===== src/rtl/sram_march_bist_ctrl.sv =====
// March C- BIST sequencer for a single-port SRAM BIST port.
// Issues one op per cycle and compares each read one cycle later, capturing the first miscompare.
module sram_march_bist_ctrl #(
  parameter int ADDR_WIDTH = 10,
  parameter int DATA_WIDTH = 16
) (
  input  logic                  CLK,
  input  logic                  RST,
  input  logic                  START,
  output logic                  BIST_EN,
  output logic                  BIST_MEN,
  output logic                  BIST_WEN,
  output logic                  BIST_REN,
  output logic [ADDR_WIDTH-1:0] BIST_ADDR,
  output logic [DATA_WIDTH-1:0] BIST_DIN,
  output logic [DATA_WIDTH-1:0] BIST_BM,
  input  logic [DATA_WIDTH-1:0] DOUT,
  output logic                  BUSY,
  output logic                  DONE,
  output logic                  FAIL,
  output logic [ADDR_WIDTH-1:0] FAIL_ADDR,
  output logic [2:0]            FAIL_ELEM,
  output logic [DATA_WIDTH-1:0] FAIL_DATA
);

  typedef enum logic [1:0] {
    S_IDLE,
    S_RUN,
    S_DRAIN,
    S_DONE
  } state_e;

  localparam logic [2:0]            LAST_ELEM = 3'd5;
  localparam logic [ADDR_WIDTH-1:0] ADDR_MAX  = '1;

  state_e                  state_q, state_d;
  logic [2:0]              elem_q, elem_d;
  logic [ADDR_WIDTH-1:0]   addr_q, addr_d;
  logic                    phase_q, phase_d;

  logic                    cmpValid_q, cmpValid_d;
  logic [DATA_WIDTH-1:0]   cmpExp_q, cmpExp_d;
  logic [ADDR_WIDTH-1:0]   cmpAddr_q, cmpAddr_d;
  logic [2:0]              cmpElem_q, cmpElem_d;

  logic                    fail_q, fail_d;
  logic [ADDR_WIDTH-1:0]   failAddr_q, failAddr_d;
  logic [2:0]              failElem_q, failElem_d;
  logic [DATA_WIDTH-1:0]   failData_q, failData_d;

  logic                    running;
  logic                    startAccept;
  logic                    elemUp;
  logic                    nextUp;
  logic                    isWrite;
  logic                    opLast;
  logic                    addrLast;
  logic [DATA_WIDTH-1:0]   readPat;
  logic [DATA_WIDTH-1:0]   writePat;

  // Element decode: E3/E4 walk downward, E0 is write-only, E5 read-only.
  always_comb begin
    running     = (state_q == S_RUN);
    startAccept = START && ((state_q == S_IDLE) || (state_q == S_DONE));
    elemUp      = !((elem_q == 3'd3) || (elem_q == 3'd4));
    nextUp      = !((elem_q == 3'd2) || (elem_q == 3'd3));
    isWrite     = (elem_q == 3'd0) || phase_q;
    opLast      = isWrite || (elem_q == LAST_ELEM);
    addrLast    = elemUp ? (addr_q == ADDR_MAX) : (addr_q == '0);
    readPat     = ((elem_q == 3'd2) || (elem_q == 3'd4)) ? '1 : '0;
    writePat    = ((elem_q == 3'd1) || (elem_q == 3'd3)) ? '1 : '0;
  end

  always_ff @(posedge CLK) begin
    if (RST) begin
      state_q <= S_IDLE;
      elem_q  <= '0;
      addr_q  <= '0;
      phase_q <= 1'b0;
    end else begin
      state_q <= state_d;
      elem_q  <= elem_d;
      addr_q  <= addr_d;
      phase_q <= phase_d;
    end
  end

  // The address only wraps when an element finishes; it reloads for the next element's direction.
  always_comb begin
    state_d = state_q;
    elem_d  = elem_q;
    addr_d  = addr_q;
    phase_d = phase_q;
    case (state_q)
      S_IDLE, S_DONE: begin
        if (START) begin
          state_d = S_RUN;
          elem_d  = '0;
          addr_d  = '0;
          phase_d = 1'b0;
        end
      end
      S_RUN: begin
        if (!opLast) begin
          phase_d = 1'b1;
        end else begin
          phase_d = 1'b0;
          if (!addrLast) begin
            addr_d = elemUp ? addr_q + 1'b1 : addr_q - 1'b1;
          end else if (elem_q == LAST_ELEM) begin
            state_d = S_DRAIN;
            addr_d  = '0;
          end else begin
            elem_d = elem_q + 3'd1;
            addr_d = nextUp ? '0 : ADDR_MAX;
          end
        end
      end
      S_DRAIN: state_d = S_DONE;
      default: state_d = S_IDLE;
    endcase
  end

  always_comb begin
    BIST_MEN  = 1'b0;
    BIST_WEN  = 1'b0;
    BIST_REN  = 1'b0;
    BIST_ADDR = '0;
    BIST_DIN  = '0;
    BIST_BM   = '0;
    if (running) begin
      BIST_MEN  = 1'b1;
      BIST_WEN  = isWrite;
      BIST_REN  = !isWrite;
      BIST_ADDR = addr_q;
      if (isWrite) begin
        BIST_DIN = writePat;
        BIST_BM  = '1;
      end
    end
    BIST_EN   = running || (state_q == S_DRAIN);
    BUSY      = running || (state_q == S_DRAIN);
    DONE      = (state_q == S_DONE);
    FAIL      = fail_q;
    FAIL_ADDR = failAddr_q;
    FAIL_ELEM = failElem_q;
    FAIL_DATA = failData_q;
  end

  // A read issued now is checked against DOUT at the end of the following cycle.
  always_comb begin
    cmpValid_d = running && !isWrite;
    cmpExp_d   = readPat;
    cmpAddr_d  = addr_q;
    cmpElem_d  = elem_q;
    fail_d     = fail_q;
    failAddr_d = failAddr_q;
    failElem_d = failElem_q;
    failData_d = failData_q;
    if (startAccept) begin
      fail_d     = 1'b0;
      failAddr_d = '0;
      failElem_d = '0;
      failData_d = '0;
    end else if (cmpValid_q && (DOUT != cmpExp_q) && !fail_q) begin
      fail_d     = 1'b1;
      failAddr_d = cmpAddr_q;
      failElem_d = cmpElem_q;
      failData_d = DOUT ^ cmpExp_q;
    end
  end

  always_ff @(posedge CLK) begin
    if (RST) begin
      cmpValid_q <= 1'b0;
      cmpExp_q   <= '0;
      cmpAddr_q  <= '0;
      cmpElem_q  <= '0;
      fail_q     <= 1'b0;
      failAddr_q <= '0;
      failElem_q <= '0;
      failData_q <= '0;
    end else begin
      cmpValid_q <= cmpValid_d;
      cmpExp_q   <= cmpExp_d;
      cmpAddr_q  <= cmpAddr_d;
      cmpElem_q  <= cmpElem_d;
      fail_q     <= fail_d;
      failAddr_q <= failAddr_d;
      failElem_q <= failElem_d;
      failData_q <= failData_d;
    end
  end

endmodule


===== config.mk =====
export PLATFORM = sky130hd
export DESIGN_NAME = sram_march_bist_ctrl
export DESIGN_NICKNAME = d
export VERILOG_FILES = /design/src/rtl/sram_march_bist_ctrl.sv
export SDC_FILE = /design/constraint.sdc
export NUM_CORES = 1
export LEC_CHECK = 0
export ABC_AREA = 1
export BUFFER_PORTS_ARGS = -buffer_cell sky130_fd_sc_hd__buf_2
export CAP_MARGIN = 10
export CORE_UTILIZATION = 55
export CTS_BUF_LIST = sky130_fd_sc_hd__clkbuf_8
export DETAILED_ROUTE_END_ITERATION = 10
export GPL_TIMING_DRIVEN = 1
export PLACE_DENSITY = 0.93
export SLEW_MARGIN = 20
export SYNTH_ARGS = -nofsm -noshare
export SYNTH_HDL_FRONTEND = slang
export SYNTH_SLANG_ARGS = --single-unit

===== constraint.sdc =====
create_clock -name CLK -period 2.7 [get_ports CLK]
set_input_delay 0.54 -clock CLK [delete_from_list [all_inputs] [get_ports CLK]]
set_output_delay 0.54 -clock CLK [all_outputs]
set_load 0.02 [all_outputs]

==> results by group <==
Routing
  • DRT Pass-1 Iters: 6
  • # DRC: 0
  • Post-Route WL: a little over 8000 um
  • Routed wire length on met3: 685 um
  • Initial drt markers: about 190
  • Post-route ant nets: 0
  • Wirelength per Cell: 11.18 um
  • Met2 WL: 4012 um
  • DR vias/cell: 4.908
  • Uppermost layer routed: met4
  • M1 wire length: roughly 3400 um
  • DR vias: between 3000 and 4000

Synth
  • Mapped Area: 3672 sq um
  • Compound-Gate Fraction of Synth Area: 4.429%
  • Largest family of logic cells by synthesized area: simple AND/OR/NAND/NOR gates
  • Largest area contributor in the netlist: dfxtp_1
  • Syn Inst Count: between 500 and 600
  • Post-synth cell types: 26
  • Fraction of the mapped netlist area in adder cells: under 10%
  • Synthesized area per cell: ~6.2 sq um
  • Syn nets: 630
  • Simple logic cell fraction of the synthesized area: a little over a third
  • Synthesis Warnings: 0
  • Mux cell area share after synthesis: 0%
  • Sequential fraction of the synthesis area: 33.25%
  • Synthesized flop and latch total: around 60
  • Top cells by area, synth: dfxtp_1, nand2_1, inv_1
  • Top cell type's share of synthesized area: 33.25%
  • XOR/XNOR Fraction of Synth Area: under 10%

Die
  • Core Box Area: roughly 6400 sq um
  • Die height: approximately 84 um
  • Die W: around 84 um
  • Die area: about 7000 sq um
  • # IOs: 97
  • Starting Density: a little under three fifths
  • Row count: 29

STA
  • RSZ-0062 raised after global routing: false
  • Max-slew violation count: 0
  • Final Cycle Share: between 90% and 100%
  • Worst rel slew slack: between 60% and 70%
  • Setup ws final: roughly 0.23 ns
  • Fmax: approximately 0.4 GHz
  • Slew @ Worst Pin: 0.5702 ns
  • Final setup fails: 0
  • Setup TNS: 0 ns
  • Post-layout min period: 2.466 ns
  • Final Hold Fails: 0
  • Clock skew: between 0.007 and 0.008 ns

Clock tree
  • H-tree depth: 3
  • Cts bufs inserted: 9
  • Clk buf depth: 2
  • Clock-pin transition on the worst setup and hold timing paths: roughly 0.060 ns
  • Clock sink total: 61
  • Clk_lat worst skew: about 0.34 ns
  • CTS tree: done
  • Setup Buffers After CTS: 0
  • CTS Root Cell: clkbuf_8

Critical path
  • Worst endpoint data arrival time: ~2.7 ns
  • R2r worst-path depth: 15
  • Critical path, cell by cell: inv_1 -> ha_1 -> inv_1 -> nand2_1 -> nand2_1 -> inv_1 -> ha_1 -> a21oi_1 -> nand2_1 -> nand3_1 -> nand2_1 -> xor2_1 -> nand2_1 -> nand2_1 -> nand2_1
  • CP Launch Type: register
  • Crit. End Element: register
  • Crit path top cell by count: nand2_1
  • Setup Crit Path Kind: register to register
  • CP max FO: 11
  • WP data required: approximately 3 ns
  • CP max stage cell: ha_1
  • Max stage delay on crit path: between 0.4 and 0.5 ns

Finish
  • Area grow syn2layout: 12.03%
  • Post-Layout Cell Count: between 700 and 800
  • Nets: between 600 and 700
  • Most frequent cells in the layout: nand2_1, inv_1, nor2_1
  • Share of layout cells above drive strength 1: 18.03%
  • Most common cell after layout, fill and taps aside: nand2_1
  • ANT cells: 0

Place
  • Post-Place Cells: ~720
  • IO Port Bufs: 96
  • Routability cong.: 0.9377
  • Pre-CTS setup slack: roughly 0.34 ns
  • Final HPWL DP: ~6000 um

GRT
  • Largest net degree at the start of global routing: 31
  • First-pass GRT wire length: about 14000 um
  • Number of global-route vias before repair: between 3000 and 4000
  • Global route overflow: 0
  • Initial antenna violation count: 0
  • Total GRT Usage: between 20% and 30%

Run status
  • Status: completed

Min path
  • Number of cells on the worst hold path: 2
  • Worst Hold Class: register to register

Pwr
  • PwrDens: between 600 and 700 nW/um^2
  • Leakage: 2.588 nW
  • Worst VDD drop: ~0.84 mV

Run
  • Max_cap viols: 0
==> path summary, 6_finish.rpt <==
| check | start | endpoint | slack, ns |
|---|---|---|---|
| max | cmpElem_d[0]$_SDFFE_PP0P_ | addr_q[7]$_SDFFE_PP0P_ | 0.23 |
| min | cmpAddr_q[1]$_SDFF_PP0_ | FAIL_ADDR[1]$_SDFFE_PP0P_ | 0.46 |
| max reg2reg | cmpElem_d[0]$_SDFFE_PP0P_ | addr_q[7]$_SDFFE_PP0P_ | 0.23 |
| min reg2reg | cmpAddr_q[1]$_SDFF_PP0_ | FAIL_ADDR[1]$_SDFFE_PP0P_ | 0.46 |
==> synthesized netlist by cell type (all sizes together) <==
master / n
nand4: 5
xor2: 5
clkbuf: 6
a21oi: 16
nor3: 9
nand2: 196
xnor2: 1
o21a: 1
fa: 1
dfxtp: 61
ha: 16
nand3: 19
o21ai: 9
clkinv: 1
o211ai: 1
inv: 103
o21bai: 1
nor2: 100
a22oi: 1
a21boi: 1
buf: 41
==> final cells by class <==
| class | instances | area (sq um) |
|---|---|---|
| flip-flops and latches | 61 | 1221 |
| well taps | 77 | 96.34 |
| clock buffers | 10 | 137.6 |
| repair buffers | 100 | 510.5 |
| multi-input cells | 382 | 1743 |
| inverters | 104 | 390.4 |
| fillers | 572 | 2272 |
| clock inverters | 3 | 15.01 |
==> worst max-delay path: cells and delay by family (launching register included) <==
family / cells / cell delay (ns)
buffers and inverters: 3 / 0.35
AOI/OAI and AO/OA: 1 / 0.26
adders and majority gates: 2 / 0.64
xor gates and xnor gates: 1 / 0.13
DFF: 1 / 0.35
and+or+nand+nor: 8 / 0.63
==> metrics by stage <==
stage	util, %	area (sq um)	hold WS [ns]	power (mW)
floorplan	-	3677	0.4306	1.780
global placement	61.89	3953	0.4363	1.842
detailed placement	61.89	3953	0.4406	1.860
CTS	64.28	4105	0.4579	2.521
global route	64.42	4114	0.4916	2.656
finish	64.42	4114	0.4571	2.523
==> what timing repair did <==
item | CTS | global route
endpoints found under the setup margin | 0 | 19
resized for setup | 0 | 2
endpoints found under the hold margin | 0 | 0
hold buffers | 0 | 0
==> kinds of logic after synthesis <==
group | Yosys count
flops | 61
xor+xnor | 6
fa+ha+maj | 17
buf+inv | 151
compound gates | 30
simple gates | 329
==> metal layers <==
layer  track usage, %  vias up
met3            5.045       23
li1                 -     1858
met5                0        -
met2            43.16      174
met1            27.89     1562
met4            11.71        0
==> power breakdown <==
part	switching, mW	total, mW	internal (mW)
Sequential	0.0378	0.980	0.942
Combinational	0.620	0.875	0.255
Clock	0.331	0.668	0.337
==> state kept, by name, indices dropped and copies added (netlist names) <==
| name | cells |
|---|---|
| cmpElem_q | 3 |
| cmpElem_d | 3 |
| cmpValid_q | 1 |
| addr_q | 10 |
| FAIL | 1 |
| phase_q | 1 |
| FAIL_ELEM | 3 |
| FAIL_ADDR | 10 |
| cmpExp_q | 1 |
| FAIL_DATA | 16 |
| state_q | 2 |
| cmpAddr_q | 10 |
Power figures use the tool's default switching activity.
